**config.mk**
```make
export PLATFORM = sky130hd
export DESIGN_NAME = console_uart_tx
export DESIGN_NICKNAME = d
export VERILOG_FILES = /design/src/rtl/console_pkg.sv /design/src/rtl/sync_byte_fifo.sv /design/src/rtl/console_uart_tx.sv
export SDC_FILE = /design/constraint.sdc
export NUM_CORES = 1
export LEC_CHECK = 0
export CAP_MARGIN = 5
export CORE_MARGIN = 4
export CORE_UTILIZATION = 56
export CTS_BUF_LIST = sky130_fd_sc_hd__clkbuf_8
export CTS_CLUSTER_DIAMETER = 30
export DETAILED_ROUTE_END_ITERATION = 10
export GPL_ROUTABILITY_DRIVEN = 1
export PLACE_DENSITY_LB_ADDON = 0.05
export SYNTH_ARGS = -nofsm -noshare
export SYNTH_HDL_FRONTEND = slang
export SYNTH_SLANG_ARGS = --single-unit
```
**constraint.sdc**
```tcl
create_clock -name clk -period 3.5 [get_ports clk]
set_clock_uncertainty 0.2 [all_clocks]
set_input_delay 0.525 -clock clk [delete_from_list [all_inputs] [get_ports clk]]
set_output_delay 0.525 -clock clk [all_outputs]
set_load 0.005 [all_outputs]
```
**src/rtl/console_pkg.sv**
```systemverilog
`default_nettype none
// ============================================================================
// Module   : console_pkg
// Brief    : Shared types and constants for the console UART transmitter.
// Revision : 1.0 - initial release
// ============================================================================
package console_pkg;

    typedef enum logic [1:0] {
        IDLE  = 2'd0,
        START = 2'd1,
        DATA  = 2'd2,
        STOP  = 2'd3
    } tx_state_t;

    localparam logic [31:0] CONSOLE_ADDR_DEFAULT = 32'hFFFF_0000;
    localparam logic [31:0] EXIT_ADDR_DEFAULT    = 32'hABCD_0000;
    localparam int          UART_FRAME_BITS      = 10;

endpackage
`default_nettype wire

```
**src/rtl/sync_byte_fifo.sv**
```systemverilog
`default_nettype none
// ============================================================================
// Module   : sync_byte_fifo
// Brief    : Single-clock byte FIFO with wrap-bit pointers and level output.
// Revision : 1.0 - initial release
// ============================================================================
module sync_byte_fifo #(
    parameter int DEPTH = 16
) (
    input  logic                     clk,
    input  logic                     rst_n,
    input  logic                     push,
    input  logic [7:0]               din,
    input  logic                     pop,
    output logic [7:0]               dout,
    output logic                     full,
    output logic                     empty,
    output logic [$clog2(DEPTH):0]   level
);

    localparam int c_AW = $clog2(DEPTH);

    logic [7:0]    r_mem [DEPTH];
    logic [c_AW:0] r_wr_ptr;
    logic [c_AW:0] r_rd_ptr;
    logic          w_do_push;
    logic          w_do_pop;

    // The extra MSB distinguishes a full FIFO from an empty one.
    assign full      = (r_wr_ptr[c_AW] != r_rd_ptr[c_AW]) &&
                       (r_wr_ptr[c_AW-1:0] == r_rd_ptr[c_AW-1:0]);
    assign empty     = (r_wr_ptr == r_rd_ptr);
    assign level     = r_wr_ptr - r_rd_ptr;
    assign dout      = r_mem[r_rd_ptr[c_AW-1:0]];
    assign w_do_push = push && !full;
    assign w_do_pop  = pop && !empty;

    always_ff @(posedge clk) begin
        if (!rst_n) begin
            r_wr_ptr <= '0;
            r_rd_ptr <= '0;
        end else begin
            if (w_do_push) r_wr_ptr <= r_wr_ptr + 1'b1;
            if (w_do_pop)  r_rd_ptr <= r_rd_ptr + 1'b1;
        end
    end

    always_ff @(posedge clk) begin
        if (w_do_push) r_mem[r_wr_ptr[c_AW-1:0]] <= din;
    end

endmodule
`default_nettype wire

```
**src/rtl/console_uart_tx.sv**
```systemverilog
`default_nettype none
// ============================================================================
// Module   : console_uart_tx
// Brief    : Store-path console sink: buffers console bytes, sends 8N1 frames.
//            Optional exit register enabled by CONSOLE_UART_EXIT_EN.
// Revision : 1.0 - initial release
// ============================================================================
module console_uart_tx
    import console_pkg::*;
#(
    parameter int          CLK_DIV      = 16,
    parameter int          FIFO_DEPTH   = 16,
    parameter logic [31:0] CONSOLE_ADDR = CONSOLE_ADDR_DEFAULT,
    parameter logic [31:0] EXIT_ADDR    = EXIT_ADDR_DEFAULT
) (
    input  logic                          clk,
    input  logic                          rst_n,
    input  logic                          st_valid,
    input  logic [31:0]                   st_addr,
    input  logic [31:0]                   st_data,
    output logic                          st_ready,
    output logic                          txd,
    output logic                          busy,
    output logic [$clog2(FIFO_DEPTH):0]   fifo_level,
    output logic                          exit_valid,
    output logic [31:0]                   exit_code
);

    localparam int                c_BW          = $clog2(CLK_DIV);
    localparam logic [c_BW-1:0]   c_BAUD_RELOAD = c_BW'(CLK_DIV - 1);
    localparam logic [2:0]        c_LAST_BIT    = 3'(UART_FRAME_BITS - 3);

    tx_state_t       r_state;
    tx_state_t       w_state_nxt;
    logic [c_BW-1:0] r_baud;
    logic [c_BW-1:0] w_baud_nxt;
    logic [2:0]      r_bit;
    logic [2:0]      w_bit_nxt;
    logic [7:0]      r_shift;
    logic [7:0]      w_shift_nxt;
    logic            r_txd;
    logic            w_txd_nxt;

    logic            w_accept;
    logic            w_push;
    logic            w_pop;
    logic [7:0]      w_fifo_dout;
    logic            w_full;
    logic            w_empty;

    assign st_ready = !w_full;
    assign w_accept = st_valid && st_ready;
    assign w_push   = w_accept && (st_addr == CONSOLE_ADDR);
    assign busy     = (r_state != IDLE) || !w_empty;
    assign txd      = r_txd;

    sync_byte_fifo #(
        .DEPTH (FIFO_DEPTH)
    ) u_fifo (
        .clk   (clk),
        .rst_n (rst_n),
        .push  (w_push),
        .din   (st_data[7:0]),
        .pop   (w_pop),
        .dout  (w_fifo_dout),
        .full  (w_full),
        .empty (w_empty),
        .level (fifo_level)
    );

    always_comb begin
        w_state_nxt = r_state;
        w_baud_nxt  = r_baud;
        w_bit_nxt   = r_bit;
        w_shift_nxt = r_shift;
        w_pop       = 1'b0;

        unique case (r_state)
            IDLE: begin
                if (!w_empty) begin
                    w_pop       = 1'b1;
                    w_shift_nxt = w_fifo_dout;
                    w_state_nxt = START;
                    w_baud_nxt  = c_BAUD_RELOAD;
                end
            end
            START: begin
                if (r_baud == '0) begin
                    w_state_nxt = DATA;
                    w_bit_nxt   = '0;
                    w_baud_nxt  = c_BAUD_RELOAD;
                end else begin
                    w_baud_nxt  = r_baud - c_BW'(1);
                end
            end
            DATA: begin
                if (r_baud == '0) begin
                    w_baud_nxt = c_BAUD_RELOAD;
                    if (r_bit == c_LAST_BIT) begin
                        w_state_nxt = STOP;
                    end else begin
                        w_shift_nxt = {1'b0, r_shift[7:1]};
                        w_bit_nxt   = r_bit + 3'd1;
                    end
                end else begin
                    w_baud_nxt = r_baud - c_BW'(1);
                end
            end
            STOP: begin
                if (r_baud == '0) begin
                    w_baud_nxt = c_BAUD_RELOAD;
                    // Chain straight into the next start bit when a byte waits.
                    if (!w_empty) begin
                        w_pop       = 1'b1;
                        w_shift_nxt = w_fifo_dout;
                        w_state_nxt = START;
                    end else begin
                        w_state_nxt = IDLE;
                    end
                end else begin
                    w_baud_nxt = r_baud - c_BW'(1);
                end
            end
            default: w_state_nxt = IDLE;
        endcase

        w_txd_nxt = 1'b1;
        case (w_state_nxt)
            START:   w_txd_nxt = 1'b0;
            DATA:    w_txd_nxt = w_shift_nxt[0];
            default: w_txd_nxt = 1'b1;
        endcase
    end

    always_ff @(posedge clk) begin
        if (!rst_n) begin
            r_state <= IDLE;
            r_baud  <= '0;
            r_bit   <= '0;
            r_shift <= '0;
            r_txd   <= 1'b1;
        end else begin
            r_state <= w_state_nxt;
            r_baud  <= w_baud_nxt;
            r_bit   <= w_bit_nxt;
            r_shift <= w_shift_nxt;
            r_txd   <= w_txd_nxt;
        end
    end

`ifdef CONSOLE_UART_EXIT_EN
    logic        r_exit_seen;
    logic        r_exit_valid;
    logic [31:0] r_exit_code;

    // Only the first exit store counts; the report waits for the line to drain.
    always_ff @(posedge clk) begin
        if (!rst_n) begin
            r_exit_seen  <= 1'b0;
            r_exit_valid <= 1'b0;
            r_exit_code  <= '0;
        end else begin
            if (w_accept && (st_addr == EXIT_ADDR) && !r_exit_seen) begin
                r_exit_seen <= 1'b1;
                r_exit_code <= st_data;
            end
            if (r_exit_seen && w_empty && (r_state == IDLE)) begin
                r_exit_valid <= 1'b1;
            end
        end
    end

    assign exit_valid = r_exit_valid;
    assign exit_code  = r_exit_code;
`else
    logic w_unused;
    assign w_unused   = ^{st_data[31:8], EXIT_ADDR};
    assign exit_valid = 1'b0;
    assign exit_code  = '0;
`endif

endmodule
`default_nettype wire
```
==> results of run 1 <==
## worst max-delay path by stage
stage                                                from                           end  slack, ps
final                     u_fifo.r_wr_ptr[2]$_SDFFE_PN0P_                          busy        240
after global routing      u_fifo.r_wr_ptr[0]$_SDFFE_PN0P_                 fifo_level[4]         80
after CTS                 u_fifo.r_wr_ptr[0]$_SDFFE_PN0P_                 fifo_level[4]        130
after detailed placement                       st_addr[3]  u_fifo.r_mem[2][1]$_DFFE_PP_        200
after global placement                         st_addr[3]  u_fifo.r_mem[1][1]$_DFFE_PP_        290
after floorplan           u_fifo.r_rd_ptr[2]$_SDFFE_PN0N_  u_fifo.r_mem[0][0]$_DFFE_PP_        360
## metrics by stage
step,hold slack (ps),total power (uW),cells,instance area [um^2]
2_1_floorplan,233,3220,513,7380
3_3_place_gp,244,3530,704,7910
3_5_place_dp,257,3560,704,7910
4_1_cts,266,4900,736,8310
5_1_grt,295,5130,736,8310
6_report,261,4850,736,8310
## power groups by stage
stage	clock, uW	combinational [uW]	sequential (uW)
after floorplan	0	1020	2200
after global placement	0	1270	2260
after detailed placement	0	1300	2260
after CTS	1370	1310	2220
after global routing	1470	1430	2230
final	1340	1290	2220
## registers in the layout, indices dropped and copies added, names as in the netlist, named ones only
register	flops
r_baud	4
r_bit	3
r_shift	8
r_state	2
txd	1
u_fifo.r_mem	128
u_fifo.r_rd_ptr	5
u_fifo.r_wr_ptr	5
## cell families after synthesis
group           Yosys count  share of synthesized area, %
flops                   160                          61.8
compound gates           55                          6.02
simple gates            112                          8.79
other cells               1                        0.0517
fa+ha+maj                17                          3.03
xor+xnor                 12                          1.45
buf+inv                  79                          6.60
mux                      45                          12.3
## synthesized netlist by cell type (5+ instances only)
master	number
a22o_1	8
nand2_1	24
nand2b_1	5
buf_4	35
nor2b_1	6
ha_1	16
o311a_1	5
a21oi_1	13
inv_1	22
edfxtp_1	128
nor3_1	7
nand3_1	7
xnor2_1	8
mux2i_1	9
buf_2	9
clkbuf_1	8
nor2_1	28
dfxtp_1	32
nand4_1	9
mux4_2	35
## metal layers
metal / vias to the layer above / part of all wire [%] / routed length, um / track usage (%)
li1: 1926 / - / - / -
met1: 2049 / 40 / 5590 / 26.4
met2: 123 / 53 / 7420 / 34.8
met3: 15 / 6.9 / 967 / 5.29
met4: 0 / 0.94 / 132 / 5.60
met5: - / 0 / 0 / 0
## worst max-delay path, cell delays in order, from the launching register on
cell,delay [ps]
dfxtp_1,560
ha_1,360
and4_2,340
and2_1,170
nand2_1,140
clkdlybuf4s50_1,520
## cell type report
| class | instances | area share [%] |
|---|---|---|
| sequential | 160 | 54.0 |
| multi-input combinational | 274 | 29.0 |
| timing repair buffer | 76 | 8.52 |
| clock buffer | 21 | 3.48 |
| tap | 172 | 2.59 |
| clock inverter | 11 | 1.39 |
| inverter | 22 | 0.994 |
==> impl_metrics.py, run 1 <==
metrics = {
    "yosys": {
        "synth_enable_flop_cells": 128,
        "async_flop_share_pct": 0,
        "yosys_warnings": 0,
        "syn-cell-area_mm2": 0.00726,
        "synth_top_area_share_pct": 53.0,
        "synth_seq_cells": 160,
        "yosysSeqAreaShare_pct": 61.8,
        "syn_avg_cell_area_um2": 15.1,
        "synth_ff_type": "edfxtp_1",
        "synth.area.top_cells": "edfxtp_1 53%, mux4_2 11%, dfxtp_1 8.8%",
        "netlist_instances": 481,
        "ys_types": 62,
        "synth.largest_area_cell": "edfxtp_1",
    },
    "setup_path": {
        "reg2regPathDepth": 7,
        "cp-end-kind": "primary output",
        "critPathArrivalTime_ps": 2530,
        "crit_path_max_fanout": 10,
        "crit_required_ps": 2770,
        "r2r_slack_ps": 500,
        "r2r-end": "u_fifo.r_mem[2][5]$_DFFE_PP_",
        "startpoint_type": "flip-flop",
        "timing.rr.start": "u_fifo.r_wr_ptr[2]$_SDFFE_PN0P_",
        "crit_type": "reg2out",
    },
    "min_path": {
        "holdPathEnd": "r_bit[2]$_SDFFE_PN0P_",
        "hold_path_class": "reg2reg",
        "min_from": "r_bit[2]$_SDFFE_PN0P_",
        "holdPathStages": 2,
    },
    "timing": {
        "worst_slew_pin_slew_ps": 874,
        "fmax_mhz": 307,
        "grt_setup_unrepaired": "false",
        "hold_viol": 0,
        "period_share_pct": 93.1,
        "finalSetupTns_ps": 0,
        "worst_slack_ps": 241,
        "drv_slew": 0,
        "period_needed_ps": 3260,
        "finalSetupViolCount": 0,
        "relSlewSlack_pct": 41.6,
    },
    "floorplan": {
        "core-area_mm2": 0.0127,
        "die_area_mm2": 0.0148,
        "dieHeight_um": 122,
        "rows": 41,
        "io_pins": 108,
        "die_w_um": 122,
        "start_util_pct": 57.3,
    },
    "clock_network": {
        "cts-hold-fix-buffers": 0,
        "cts_buffers": 17,
        "cts_setup_buffers": 0,
        "clkLatencyLatePin_ps": 440,
        "clock-sinks": 160,
        "cts_tree": "done",
        "h-tree-depth": 4,
        "root_buffer": "clkbuf_8",
        "clk_pin_slew_ps": 80,
        "clockBufferDepth": 2,
        "post_cts_resized": 0,
    },
    "final_layout": {
        "areaGrowthSynthToFinish_pct": 14.5,
        "antenna_cells": 0,
        "layout_common_cells": "128 x edfxtp_1, 50 x clkdlybuf4s50_1, 35 x mux4_2, 33 x conb_1, 30 x dfxtp_1",
        "nFillCells": 947,
        "finalNetCount": 635,
        "mostFrequentLayoutCell": "edfxtp_1",
        "drive_gt1_share_pct": 18.6,
        "final_util_pct": 65.6,
        "multi_input_area_mm2": 0.00241,
        "ff_latch_area_mm2": 0.00449,
    },
    "routing": {
        "drt_pass1_iterations": 4,
        "via_per_inst": 5.59,
        "drt_iter0_drc": 340,
        "drc": 0,
        "avgRoutedWirePerCell_um": 19.2,
        "routed_wl_um": 14100,
        "vias": 4113,
        "antenna_left": 0,
    },
    "global_routing": {
        "grt_use_total_pct": 20.5,
        "grt_overflow": 0,
        "antenna_found_initial": 0,
        "grt_pass1_wl_um": 22200,
        "first_global_vias": 4081,
        "grt_max_degree": 23,
    },
    "power_and_ir_drop": {
        "clkPwrFrac_pct": 27.7,
        "power.share.combinational_pct": 26.6,
        "switchingPower_uw": 1360,
        "p_int_uw": 3480,
        "sw_frac_of_total_pct": 28.1,
        "seqPwrFrac_pct": 45.7,
        "powerDensity_mw_per_mm2": 583,
        "peakVddDrop_v": 0.000600,
        "cellLeakagePower_uw": 0.00288,
    },
    "placement": {
        "gp_congestion": 0.803,
        "dp_hpwl_um": 9810,
        "dp_worst_setup_slack_ps": 202,
        "port_buffers": 50,
    },
    "run_status": {
        "status": "finished clean",
    },
    "flow_run": {
        "drv_cap": 0,
    },
}
Note: power is estimated with default switching activity, not from simulation.
==> inputs of run 2 (changes only) <==
--- a/config.mk
+++ b/config.mk
@@ -13,4 +13,5 @@
 export DETAILED_ROUTE_END_ITERATION = 10
 export GPL_ROUTABILITY_DRIVEN = 1
+export MAX_ROUTING_LAYER = met4
 export PLACE_DENSITY_LB_ADDON = 0.05
 export SYNTH_ARGS = -nofsm -noshare
==> constraint.sdc (replaced) <==
create_clock -name clk -period 3.5 [get_ports clk]
set_clock_uncertainty 0.2 [all_clocks]
set_input_delay 1.05 -clock clk [delete_from_list [all_inputs] [get_ports clk]]
set_output_delay 1.05 -clock clk [all_outputs]
set_load 0.005 [all_outputs]
==> run 2 against run 1 <==
  * Maximum frequency down 3.4%
  * Final cell count rose by 1.4%
  * Die area unchanged
  * Wire length rose by 1.3%
  * Final area grew 1.8%
  * Sequential power is essentially flat
  * Via count increased by 1.7%
  * Critical path depth grew 1
  * Critical path type unchanged
  * Largest cell class unchanged
==> impl_metrics.py, run 2 (synthesis results as in run 1) <==
metrics = {
    "setup_path": {
        "crit_required_ps": 2250,
        "timing.rr.start": "u_fifo.r_rd_ptr[1]$_SDFFE_PN0N_",
        "cp-end-kind": "primary output",
        "cp_slowest_cell": "clkdlybuf4s50_1",
        "crit_chain": "inv_1 -> ha_1 -> and4_2 -> buf_4 -> nand2_1 -> clkdlybuf4s50_1",
        "startpoint_type": "flip-flop",
        "critPathArrivalTime_ps": 2120,
        "crit_type": "reg2out",
        "cp-startpoint": "u_fifo.r_rd_ptr[1]$_SDFFE_PN0N_",
        "max_stage_delay_ps": 490,
        "crit_path_max_fanout": 7,
    },
    "global_routing": {
        "grt_pass1_wl_um": 22700,
        "first_global_vias": 4149,
        "grt_overflow": 0,
        "antenna_found_initial": 0,
        "grt_use_total_pct": 21.5,
        "grt_max_degree": 21,
    },
    "routing": {
        "drt_iter0_drc": 312,
        "via_per_inst": 5.61,
        "routed_wl_um": 14300,
        "avgRoutedWirePerCell_um": 19.2,
        "vias": 4183,
        "drt_pass1_iterations": 5,
        "drc": 0,
        "antenna_left": 0,
    },
    "final_layout": {
        "finalNetCount": 645,
        "multi_input_area_mm2": 0.00247,
        "mostFrequentLayoutCell": "edfxtp_1",
        "largest_reg_flops": 128,
        "drive_gt1_share_pct": 22.6,
        "nFillCells": 905,
        "ff_latch_area_mm2": 0.00449,
        "layout_common_cells": "128 x edfxtp_1, 47 x clkdlybuf4s50_1, 36 x buf_4, 35 x mux4_2, 33 x conb_1",
        "areaGrowthSynthToFinish_pct": 16.6,
        "final_util_pct": 66.8,
        "final_cell_area_mm2": 0.00846,
        "antenna_cells": 0,
    },
    "power_and_ir_drop": {
        "p_int_uw": 3560,
        "seqPwrFrac_pct": 44.6,
        "sw_frac_of_total_pct": 28.2,
        "clkPwrFrac_pct": 29.0,
        "cellLeakagePower_uw": 0.00299,
        "switchingPower_uw": 1400,
        "peakVddDrop_v": 0.000456,
        "powerDensity_mw_per_mm2": 586,
        "power.share.combinational_pct": 26.4,
    },
    "timing": {
        "whs_ps": 259,
        "finalSetupTns_ps": 0,
        "worst_slew_pin_slew_ps": 971,
        "relSlewSlack_pct": 35.2,
        "grt_setup_unrepaired": "false",
        "period_share_pct": 96.4,
        "drv_slew": 0,
        "hold_viol": 0,
        "period_needed_ps": 3370,
        "finalSetupViolCount": 0,
        "fmax_mhz": 296,
    },
    "run_status": {
        "status": "finished clean",
    },
    "clock_network": {
        "cts-hold-fix-buffers": 0,
        "cts_buffers": 17,
        "clkLatencyLatePin_ps": 450,
        "h-tree-depth": 4,
        "cts_setup_buffers": 0,
        "clk_pin_slew_ps": 90,
        "root_buffer": "clkbuf_8",
        "clockBufferDepth": 2,
        "cts_tree": "done",
        "clock-sinks": 160,
    },
    "placement": {
        "dp_hpwl_um": 10000,
        "port_buffers": 50,
        "gp_congestion": 0.840,
        "place_area_mm2": 0.00798,
    },
    "floorplan": {
        "core-area_mm2": 0.0127,
        "die_area_mm2": 0.0148,
        "dieHeight_um": 122,
        "start_util_pct": 57.3,
        "die_w_um": 122,
        "io_pins": 108,
        "rows": 41,
    },
    "flow_run": {
        "drv_cap": 0,
    },
    "min_path": {
        "hold_path_class": "reg2reg",
        "min_from": "r_bit[2]$_SDFFE_PN0P_",
    },
}
[run 2: changes by cell type in the layout (fill, tap and decap cells not counted), moves of 3 or more]
cell	previous run	this run
inv_1	25	22
ha_1	16	13
clkbuf_8	21	17
dfxtp_1	30	27
clkinv_2	1	4
clkdlybuf4s50_1	50	47
nor3_1	7	4
nor3_2	1	4
buf_4	25	36
[run 2: final timing paths]
| path | end | slack [ps] | cells after the start |
|---|---|---|---|
| worst max-delay path | st_ready | 130 | 6 |
| worst min register to register | r_bit[2]$_SDFFE_PN0P_ | 260 | 2 |
| worst max register to register | u_fifo.r_mem[4][0]$_DFFE_PP_ | 620 | 9 |
| worst min-delay path | r_bit[2]$_SDFFE_PN0P_ | 260 | 2 |
[run 2: what timing repair did]
action / CTS / global route
endpoints found under the setup margin: 5 / 4
hold endpoints to repair: 0 / 0
gates resized for setup: 9 / 7
[run 2: layout make-up]
| class | instances | share of cell area (%) |
|---|---|---|
| clock buffers | 17 | 2.77 |
| clock inverters | 15 | 2.28 |
| well taps | 172 | 2.54 |
| inverters | 22 | 0.976 |
| multi-input cells | 274 | 29.2 |
| flip-flops and latches | 160 | 53.1 |
| repair buffers | 86 | 9.17 |
[run 2: routing by layer]
metal / track usage (%) / share of wire (%) / vias up
li1: - / - / 1943
met3: 5.39 / 5.5 / 12
met2: 33.6 / 51 / 131
met1: 28.1 / 43 / 2097
met5: - / 0 / -
met4: 6.51 / 1.0 / 0
[run 2: through the flow]
step / setup WS (ps) / power [uW] / instances
after floorplan: 70.5 / 3220 / 513
after global placement: -277 / 3530 / 714
after detailed placement: -315 / 3560 / 714
after CTS: 3.49 / 5000 / 746
after global routing: 6.37 / 5220 / 746
final: 127 / 4960 / 746
[run 2: worst max-delay path: cells and delay by family (launching register included)]
family	cells	cell delay, ps
flops	1	380
fa+ha+maj	1	300
buf+inv	3	710
simple gates	2	290
[run 2: power groups by stage]
stage               logic (uW)  clock network, uW  registers [uW]
floorplan                 1020                  0            2200
global placement          1270                  0            2250
detailed placement        1310                  0            2250
CTS                       1320               1470            2210
global route              1430               1570            2230
finish                    1310               1440            2210
